**config.mk**
```make
export PLATFORM = sky130hd
export DESIGN_NAME = alu_div_seq
export DESIGN_NICKNAME = d
export VERILOG_FILES = /design/src/rtl/alu_pkg.sv /design/src/rtl/alu_div_step.sv /design/src/rtl/alu_div_seq.sv
export SDC_FILE = /design/constraint.sdc
export NUM_CORES = 1
export LEC_CHECK = 0
export ABC_AREA = 1
export BUFFER_PORTS_ARGS = -buffer_cell sky130_fd_sc_hd__buf_2
export CAP_MARGIN = 20
export CORE_MARGIN = 5
export CORE_UTILIZATION = 50
export DETAILED_ROUTE_END_ITERATION = 8
export GPL_TIMING_DRIVEN = 0
export MAX_ROUTING_LAYER = met4
export PLACE_DENSITY_LB_ADDON = 0.05
export SYNTH_ARGS = -nofsm -noshare
export SYNTH_HDL_FRONTEND = slang
export SYNTH_HIERARCHICAL = 1
export SYNTH_SLANG_ARGS = --single-unit
```
**constraint.sdc**
```tcl
create_clock -name clk -period 2.85 [get_ports clk]
set_input_delay 0.285 -clock clk [delete_from_list [all_inputs] [get_ports clk]]
set_output_delay 0.285 -clock clk [all_outputs]
set_load 0.05 [all_outputs]
```
**src/rtl/alu_pkg.sv**
```systemverilog
// Shared ALU definitions: opcode enum, flag bit indices, divider constants.
// ALU_DIV_RADIX4_EN selects a 2-bit-per-cycle divider (DIV_STEPS = 4).
package alu_pkg;

  typedef enum logic [3:0] {
    ALUOP_ADD = 4'd0,
    ALUOP_SUB = 4'd1,
    ALUOP_AND = 4'd2,
    ALUOP_OR  = 4'd3,
    ALUOP_XOR = 4'd4,
    ALUOP_SHL = 4'd5,
    ALUOP_SHR = 4'd6,
    ALUOP_DIV = 4'd7
  } aluop_e;

  localparam int unsigned FLAG_Z = 0;
  localparam int unsigned FLAG_C = 1;
  localparam int unsigned FLAG_V = 2;
  localparam int unsigned FLAG_S = 3;

`ifdef ALU_DIV_RADIX4_EN
  localparam int unsigned DIV_STEPS = 4;
`else
  localparam int unsigned DIV_STEPS = 8;
`endif
  localparam int unsigned DIV_CNT_W = 3;

  typedef enum logic [1:0] {
    DIV_IDLE = 2'd0,
    DIV_RUN  = 2'd1,
    DIV_DONE = 2'd2
  } div_state_e;

  function automatic logic [3:0] pack_flags(input logic z, input logic c,
                                            input logic v, input logic s);
    logic [3:0] f;
    f         = 4'h0;
    f[FLAG_Z] = z;
    f[FLAG_C] = c;
    f[FLAG_V] = v;
    f[FLAG_S] = s;
    return f;
  endfunction

endpackage

```
**src/rtl/alu_div_step.sv**
```systemverilog
// One combinational restoring-division step: shift in a dividend bit, trial subtract.
module alu_div_step (
  input  logic [8:0] rem_i,
  input  logic       bit_i,
  input  logic [7:0] div_i,
  output logic [7:0] rem_o,
  output logic       quo_o
);

  logic [9:0] trial_s;

  always_comb begin
    trial_s = {rem_i, bit_i} - {2'b00, div_i};
    // With rem_i < div_i the non-negative trial always fits in 8 bits.
    quo_o = (trial_s[9:8] == 2'b00);
    if (quo_o) begin
      rem_o = trial_s[7:0];
    end else begin
      rem_o = {rem_i[6:0], bit_i};
    end
  end

endmodule

```
**src/rtl/alu_div_seq.sv**
```systemverilog
// Multi-cycle unsigned 16/8 restoring divider with ALU-compatible result/flags.
// ALU_DIV_RADIX4_EN cascades two steps per cycle (4 RUN cycles instead of 8).
module alu_div_seq
  import alu_pkg::*;
#(
  parameter int unsigned SHORTCUT_P = 1
) (
  input  logic        clk,
  input  logic        reset_n,
  input  logic        start,
  input  logic [15:0] A,
  input  logic [7:0]  B,
  output logic        busy,
  output logic        done,
  output logic [15:0] R,
  output logic [3:0]  flags
);

  localparam bit SHORTCUT_EN = (SHORTCUT_P != 0);

  div_state_e           state_q, state_d;
  logic                 busy_q, busy_d;
  logic                 done_q, done_d;
  logic [15:0]          r_q, r_d;
  logic [3:0]           flags_q, flags_d;
  logic [DIV_CNT_W-1:0] cnt_q, cnt_d;
  logic [8:0]           prem_q, prem_d;
  logic [7:0]           quo_q, quo_d;
  logic [15:0]          a_q, a_d;
  logic [7:0]           b_q, b_d;
  logic                 exc_q, exc_d;
  logic                 dbz_q, dbz_d;

  logic                 dbz_s, exc_s;
  logic [7:0]           step_rem_s;
  logic [7:0]           step_quo_s;
  logic                 q0_s;
  logic [7:0]           rem0_s;

  alu_div_step u_step0 (
    .rem_i (prem_q),
    .bit_i (quo_q[7]),
    .div_i (b_q),
    .rem_o (rem0_s),
    .quo_o (q0_s)
  );

`ifdef ALU_DIV_RADIX4_EN
  logic       q1_s;
  logic [7:0] rem1_s;

  alu_div_step u_step1 (
    .rem_i ({1'b0, rem0_s}),
    .bit_i (quo_q[6]),
    .div_i (b_q),
    .rem_o (rem1_s),
    .quo_o (q1_s)
  );

  assign step_rem_s = rem1_s;
  assign step_quo_s = {quo_q[5:0], q0_s, q1_s};
`else
  assign step_rem_s = rem0_s;
  assign step_quo_s = {quo_q[6:0], q0_s};
`endif

  assign dbz_s = (B == 8'h00);
  assign exc_s = dbz_s || (A[15:8] >= B);

  // Next-state, datapath and registered-output computation.
  always_comb begin
    state_d = state_q;
    busy_d  = busy_q;
    done_d  = 1'b0;
    r_d     = r_q;
    flags_d = flags_q;
    cnt_d   = cnt_q;
    prem_d  = prem_q;
    quo_d   = quo_q;
    a_d     = a_q;
    b_d     = b_q;
    exc_d   = exc_q;
    dbz_d   = dbz_q;
    case (state_q)
      DIV_IDLE: begin
        if (start) begin
          a_d    = A;
          b_d    = B;
          exc_d  = exc_s;
          dbz_d  = dbz_s;
          prem_d = {1'b0, A[15:8]};
          quo_d  = A[7:0];
          cnt_d  = DIV_CNT_W'(DIV_STEPS - 1);
          busy_d = 1'b1;
          if (exc_s && SHORTCUT_EN) begin
            state_d = DIV_DONE;
            done_d  = 1'b1;
            r_d     = A;
            flags_d = pack_flags(1'b0, 1'b0, 1'b1, dbz_s ? 1'b1 : A[7]);
          end else begin
            state_d = DIV_RUN;
          end
        end else begin
          busy_d = 1'b0;
        end
      end
      DIV_RUN: begin
        prem_d = {1'b0, step_rem_s};
        quo_d  = step_quo_s;
        cnt_d  = cnt_q - DIV_CNT_W'(1);
        if (cnt_q == '0) begin
          state_d = DIV_DONE;
          done_d  = 1'b1;
          cnt_d   = '0;
          // Fixed-timing mode: exceptions ran the full latency, result forced here.
          if (exc_q) begin
            r_d     = a_q;
            flags_d = pack_flags(1'b0, 1'b0, 1'b1, dbz_q ? 1'b1 : a_q[7]);
          end else begin
            r_d     = {step_rem_s, step_quo_s};
            flags_d = pack_flags(({step_rem_s, step_quo_s} == 16'h0000),
                                 1'b0, 1'b0, step_quo_s[7]);
          end
        end else begin
          state_d = DIV_RUN;
        end
      end
      DIV_DONE: begin
        state_d = DIV_IDLE;
        busy_d  = 1'b0;
      end
      default: begin
        state_d = DIV_IDLE;
        busy_d  = 1'b0;
      end
    endcase
  end

  // State and output registers with asynchronous reset.
  always_ff @(posedge clk or negedge reset_n) begin
    if (!reset_n) begin
      state_q <= DIV_IDLE;
      busy_q  <= 1'b0;
      done_q  <= 1'b0;
      r_q     <= 16'h0000;
      flags_q <= 4'h0;
      cnt_q   <= '0;
      prem_q  <= 9'h000;
      quo_q   <= 8'h00;
      a_q     <= 16'h0000;
      b_q     <= 8'h00;
      exc_q   <= 1'b0;
      dbz_q   <= 1'b0;
    end else begin
      state_q <= state_d;
      busy_q  <= busy_d;
      done_q  <= done_d;
      r_q     <= r_d;
      flags_q <= flags_d;
      cnt_q   <= cnt_d;
      prem_q  <= prem_d;
      quo_q   <= quo_d;
      a_q     <= a_d;
      b_q     <= b_d;
      exc_q   <= exc_d;
      dbz_q   <= dbz_d;
    end
  end

  assign busy  = busy_q;
  assign done  = done_q;
  assign R     = r_q;
  assign flags = flags_q;

endmodule

```
==> metrics.md, run 1 <==
| Metric | Value |
|---|---|
| Tcrit/Tclk final | `94.5%` |
| Ranking of synthesized cells by instance count | `212 x nand2_1, 68 x dfrtp_1, 54 x inv_1, 49 x nand3_1, 45 x nor2_1` |
| Port Buf Inserts | `47` |
| Top cell type's share of synthesized area | `42.6%` |
| VDD IR max | `0.527 mV` |
| Critical Path End Type | `flip-flop` |
| Share of cells above drive strength 1 | `18.0%` |
| Reg-to-Reg Start | `quo_q[7]` |
| Met3 WL | `816 µm` |
| Global-route wire length before repair | `17,400 µm` |
| Clock transition at path regs | `0.09 ns` |
| Syn_area_per_cell | `7.35 µm²` |
| Layout Utilization | `59.2%` |
| Unique masters post-synth | `32` |
| Grt ovf | `0` |
| Area occupied by multi-input gates | `2000 µm²` |
| Ports | `49` |
| Routed WL | `10,400 µm` |
| CTS tree | `built` |
| Post-synthesis async set-or-reset flop share | `100%` |
| Number of enable flip-flop cells after synthesis | `0` |
| Mapped Area | `3990 µm²` |
| Max Fclk | `0.371 GHz` |
| Highest metal used | `met4` |
| Clk buf depth | `2` |
| Fin area | `4600 µm²` |
| Sequential-to-total area share from yosys stat | `42.6%` |
| ANT nets after route | `0` |
| Crit path from | `quo_q[7]` |
| Synth Instances | `543` |
| CTS H-Tree Depth | `3` |
| Row count | `32` |
| Synth area leaders | `dfrtp_1 43%, nand2_1 20%, nand3_1 6.1%, ha_1 5.6%, inv_1 5.1%` |
| CP Data Arrival Time | `2.98 ns` |
| Maxcap violations | `0` |
| Die Width | `99.3 µm` |
| Fin Setup TNS | `0 ns` |
| CP Class | `reg2reg` |
| # clock sinks | `68` |
| RSZ-0062 raised after global routing | `no` |
| Status | `finished clean` |
| Initial antenna violation count | `0` |
| Remaining DRCs | `0` |
| Die Y | `99.3 µm` |
| Die Area | `9870 µm²` |
| Max transition margin | `42.2%` |
| Area leader, netlist | `dfrtp_1` |
| CTS Buf Count | `9` |
| Seq cells post-synth | `68` |
| Main synth FF type | `dfrtp_1` |
| Core area | `7770 µm²` |
| Vias post-DR | `3,638` |
| WL/cell | `14.6 µm` |
| Pin count of the biggest net entering global routing | `69` |
| Gpl congestion | `0.896` |
| DP HPWL | `7760 µm` |
| Total power | `6330 µW` |
| Clk Latency, worst-skew pair | `0.34 ns` |
| DP Area | `4370 µm²` |
| Worst-Margin Slew | `0.867 ns` |
| WL met1 | `5210 µm` |
| Yosys warns | `6` |
| Clock Skews | `0.0134 ns` |
| Via density | `5.10` |
| CP required | `3.14 ns` |
| GRT Overall Usage | `22.8%` |
| Fin nets | `652` |
| Minimum clock period | `2.69 ns` |
| WL met2 | `4290 µm` |
| Hold Crit Class | `in2async` |
| Fill cells | `760` |
| Leak pwr | `0.00255 µW` |
| First-pass iteration count of the detailed router | `5` |
| Final Hold Viols | `0` |
| Reg area | `1700 µm²` |
| Vias in the first global route | `3,528` |
| Area Growth Syn to Fin | `15.2%` |
| Root buf cell | `clkbuf_8` |
| Count leader, synth | `nand2_1` |
| Starting DRC count in detailed routing | `250` |
| Starting density of the core | `51.4%` |
| Hold buffer count at CTS | `0` |
| CP Launch Type | `flip-flop` |
| Setup violations, final | `0` |
| N_diodes | `0` |
| Worst-path fanout max | `7` |
| Final Slew Violations | `0` |
| PwrDens | `1380 nW/µm²` |
-- flip-flops by register name (all words and copies together) (netlist names) --
register and flops:
R 16, a_q 16, b_q 8, prem_q 8, quo_q 8, cnt_q 3, flags 3, state_q 2
busy 1, dbz_q 1, done 1, exc_q 1
-- logic make-up after synthesis --
kind of cell	after synthesis	share of synthesized area, %
compound gates	46	6.87
xor+xnor	3	0.658
fa+ha+maj	19	6.14
buf+inv	76	8.24
flops	68	42.6
other cells	1	0.0940
simple gates	330	35.4
-- layer usage --
layer / global-route usage [%] / up-vias
li1: - / 1840
met1: 33.2 / 1678
met2: 32.7 / 111
met3: 5.19 / 9
met4: 4.62 / 0
met5: - / -
-- cell usage in the layout (no fill, tap or decap), drive strengths merged --
master / count
xnor2: 1
nor2: 49
or2: 2
conb: 4
clkinv: 4
a22oi: 2
clkbuf: 10
nor3: 3
nand2: 222
nand4: 3
ha: 18
o22ai: 3
fa: 1
dfrtp: 68
nand3: 52
a21oi: 8
o21ai: 22
xor2: 2
o211ai: 11
inv: 60
bufinv: 1
buf: 65
-- worst paths after layout --
path | end | slack, ns | cells after the start
worst max-delay path | flags[0] | 0.16 | 20
worst min-delay path | R[8] | 0.05 | 1
worst max register to register | flags[0] | 0.16 | 20
worst min register to register | R[12] | 0.47 | 2
max in group asynchronous | a_q[1] | 2.24 | 1
min in group clk | a_q[3] | 0.17 | 3
-- per-stage QoR --
stage,instances,hold slack (ns),worst slack [ns]
floorplan,546,-0.0106,0.549
global placement,695,0.449,0.0501
detailed placement,695,0.453,0.00598
CTS,711,0.0861,0.000902
global route,713,0.134,0.00634
finish,713,0.0470,0.156
-- worst max-delay path: stages (launching register included) --
cell and delay [ns]:
dfrtp_1 0.42, inv_1 0.07, ha_1 0.15, inv_1 0.07, fa_2 0.36, nand2_1 0.09
nand2_2 0.08, nand3_2 0.10, nand2_1 0.07, nand2_2 0.08, nand2_4 0.07, buf_4 0.17
nand3_1 0.08, nand2_1 0.09, nor2_1 0.13, nand2_1 0.06, nor2_1 0.16, nand3_1 0.11
nor2_2 0.11, nand3_1 0.09, nand2_1 0.08
-- timing repair --
action / 4_1_cts / 5_1_grt
pin swaps: 1 / 2
gates cloned: 0 / 1
hold endpoints to repair: 0 / 0
buffers inserted: 0 / 1
endpoints found under the setup margin: 1 / 1
gates resized for setup: 0 / 4
-- final cells by class --
class                   count  share of cell area (%)
well taps                 102                    2.77
multi-input cells         403                    43.4
repair buffers             48                    5.33
clock buffers               9                    2.69
flip-flops and latches     68                    37.0
clock inverters             7                    1.63
inverters                  58                    4.73
plain buffers              18                    2.42
-- power by group --
| part | internal, µW | total (µW) | leakage (µW) | switching [µW] |
|---|---|---|---|---|
| Clock | 410 | 810 | 0.000104 | 400 |
| Combinational | 1200 | 3800 | 0.00161 | 2610 |
| Sequential | 1420 | 1720 | 0.000839 | 303 |
| Total | 3020 | 6330 | 0.00255 | 3310 |
Power figures use the tool's default switching activity.
==> run 2, diff against run 1 <==
Settings changed: BUFFER_PORTS_ARGS -buffer_cell sky130_fd_sc_hd__buf_2 to -buffer_cell sky130_fd_sc_hd__buf_4.
==> metrics.md, run 2 (synthesis gave the netlist of run 1 again) <==
| Metric | Value |
|---|---|
| Status | `finished clean (unchanged)` |
| Reg-to-Reg Start | `quo_q[7] (unchanged)` |
| Dpl ws | `0.0640 ns (was 0.00598 ns)` |
| Starting density of the core | `51.4% (unchanged)` |
| PnR worst setup slack | `0.166 ns (was 0.156 ns)` |
| Most used cell, CP | `nand2_1 (unchanged)` |
| Final Hold Viols | `0 (unchanged)` |
| CTS Buf Count | `9 (unchanged)` |
| DP HPWL | `7700 µm (was 7760 µm)` |
| Port Buf Inserts | `47 (unchanged)` |
| ANT nets after route | `0 (unchanged)` |
| Hold Crit Class | `in2async (unchanged)` |
| Global-route wire length before repair | `17,000 µm (was 17,400 µm)` |
| Remaining DRCs | `0 (unchanged)` |
| Fin Setup TNS | `0 ns (unchanged)` |
| Area Growth Syn to Fin | `18.6% (was 15.2%)` |
| Share of cells above drive strength 1 | `17.8% (was 18.0%)` |
| CTS H-Tree Depth | `3 (unchanged)` |
| Maxcap violations | `0 (unchanged)` |
| Root buf cell | `clkbuf_8 (unchanged)` |
| Clock Skews | `0.0138 ns (was 0.0134 ns)` |
| Final Slew Violations | `0 (unchanged)` |
| RSZ-0062 raised after global routing | `no (unchanged)` |
| Gpl congestion | `0.861 (was 0.896)` |
| CP Data Arrival Time | `2.97 ns (was 2.98 ns)` |
| Leak pwr | `0.00259 µW (was 0.00255 µW)` |
| Peak per-stage delay on the critical path | `0.42 ns (about the same)` |
| CP required | `3.14 ns (about the same)` |
| Clk buf depth | `2 (unchanged)` |
| N_diodes | `0 (unchanged)` |
| Critical Path End Type | `flip-flop (unchanged)` |
| Reg2Reg Depth | `20 (unchanged)` |
| Max transition margin | `43.1% (was 42.2%)` |
| Vias in the first global route | `3,495 (was 3,528)` |
| Grt ovf | `0 (unchanged)` |
| Most common cell after layout, fill and taps aside | `nand2_1 (unchanged)` |
| Worst-Margin Slew | `0.853 ns (was 0.867 ns)` |
| Die Y | `99.3 µm (unchanged)` |
| R2R Setup Slk | `0.17 ns (was 0.16 ns)` |
| Most frequent cells in the layout | `212 x nand2_1, 68 x dfrtp_1, 54 x inv_1 (was 212 x nand2_1, 68 x dfrtp_1, 57 x buf_2)` |
| Core area | `7770 µm² (unchanged)` |
| Ports | `49 (unchanged)` |
| Setup violations, final | `0 (unchanged)` |
| CP Launch Type | `flip-flop (unchanged)` |
| Via density | `5.14 (was 5.10)` |
| Clk Latency, worst-skew pair | `0.34 ns (about the same)` |
| Tcrit/Tclk final | `94.2% (was 94.5%)` |
| GRT Overall Usage | `22.3% (was 22.8%)` |
| Fill cells | `759 (was 760)` |
| Worst-path fanout max | `6 (was 7)` |
| Vias post-DR | `3,663 (was 3,638)` |
| Die Width | `99.3 µm (unchanged)` |
| Die Area | `9870 µm² (unchanged)` |
| Row count | `32 (unchanged)` |
| First-pass iteration count of the detailed router | `5 (unchanged)` |
| PwrDens | `1380 nW/µm² (about the same)` |
| Pin count of the biggest net entering global routing | `69 (unchanged)` |
| Worst path cell trace | `inv_1 -> ha_1 -> inv_1 -> fa_2 -> nand2_1 -> nand2_2 -> nand3_2 -> nand2_1 -> nand2_2 -> nand2_4 -> buf_4 -> nand3_1 -> nand2_1 -> nor2_1 -> nand2_1 -> nor2_1 -> nand3_1 -> nor2_2 -> nand3_1 -> nand2_1 (unchanged)` |
| Max Fclk | `0.373 GHz (was 0.371 GHz)` |
| Critical R2R Capture | `flags[0] (unchanged)` |
| Layout Utilization | `61.0% (was 59.2%)` |
| WL/cell | `14.4 µm (was 14.6 µm)` |
| Starting DRC count in detailed routing | `321 (was 250)` |
| Clock transition at path regs | `0.09 ns (about the same)` |
| VDD IR max | `0.489 mV (was 0.527 mV)` |
| CTS tree | `built (unchanged)` |
| Fin nets | `652 (unchanged)` |
| CP Class | `reg2reg (unchanged)` |
| Slowest CP cell | `dfrtp_1 (unchanged)` |
| Initial antenna violation count | `0 (unchanged)` |
| Routed WL | `10,300 µm (was 10,400 µm)` |
| Minimum clock period | `2.68 ns (was 2.69 ns)` |
| # clock sinks | `68 (unchanged)` |
| Fin Hold WS | `0.0507 ns (was 0.0470 ns)` |
run 2: power by group:
part	internal (µW)	total (µW)	switching (µW)	leakage, µW
logic	1280	3910	2620	0.00164
registers	1420	1710	296	0.000839
clock network	499	890	391	0.000114
total	3200	6510	3310	0.00259
run 2: worst max path at each step:
stage                   from  endpoint  cells after the start
finish              quo_q[7]  flags[0]                     20
global route        quo_q[7]  flags[0]                     20
CTS                 quo_q[7]  flags[0]                     19
detailed placement  quo_q[7]  flags[0]                     19
global placement    quo_q[7]  flags[0]                     19
floorplan           quo_q[7]  flags[0]                     19
run 2: stage by stage:
stage,cell area (µm²),power [µW],std cells
2_1_floorplan,4000,4520,546
3_3_place_gp,4480,5430,695
3_5_place_dp,4480,5510,695
4_1_cts,4710,6430,711
5_1_grt,4730,7050,713
6_report,4730,6510,713
run 2: layer usage:
layer | global-route usage (%) | part of all wire, % | vias to the layer above
met5 | - | 0 | -
met4 | 5.46 | 0.90 | 0
met3 | 3.30 | 6.1 | 8
met2 | 32.2 | 42 | 130
met1 | 33.1 | 51 | 1681
li1 | - | - | 1844
run 2: cell type report:
class / instances / area (µm²) / share of cell area (%)
plain buffers: 18 / 111 / 2.35
clock inverters: 7 / 100 / 2.11
multi-input cells: 403 / 1990 / 42.1
repair buffers: 48 / 360 / 7.61
inverters: 58 / 218 / 4.60
well taps: 102 / 128 / 2.70
flip-flops and latches: 68 / 1700 / 35.9
clock buffers: 9 / 124 / 2.62
run 2: what timing repair did:
| item | CTS | global route |
|---|---|---|
| resized for setup | 0 | 3 |
| buffers inserted | 0 | 1 |
| hold buffers | 0 | 0 |
| endpoints found under the setup margin | 0 | 1 |
run 2: critical path, delay by kind of cell (launching register included):
kind / cells / cell delay [ns]
flops: 1 / 0.42
simple gates: 15 / 1.40
fa+ha+maj: 2 / 0.50
buf+inv: 3 / 0.31
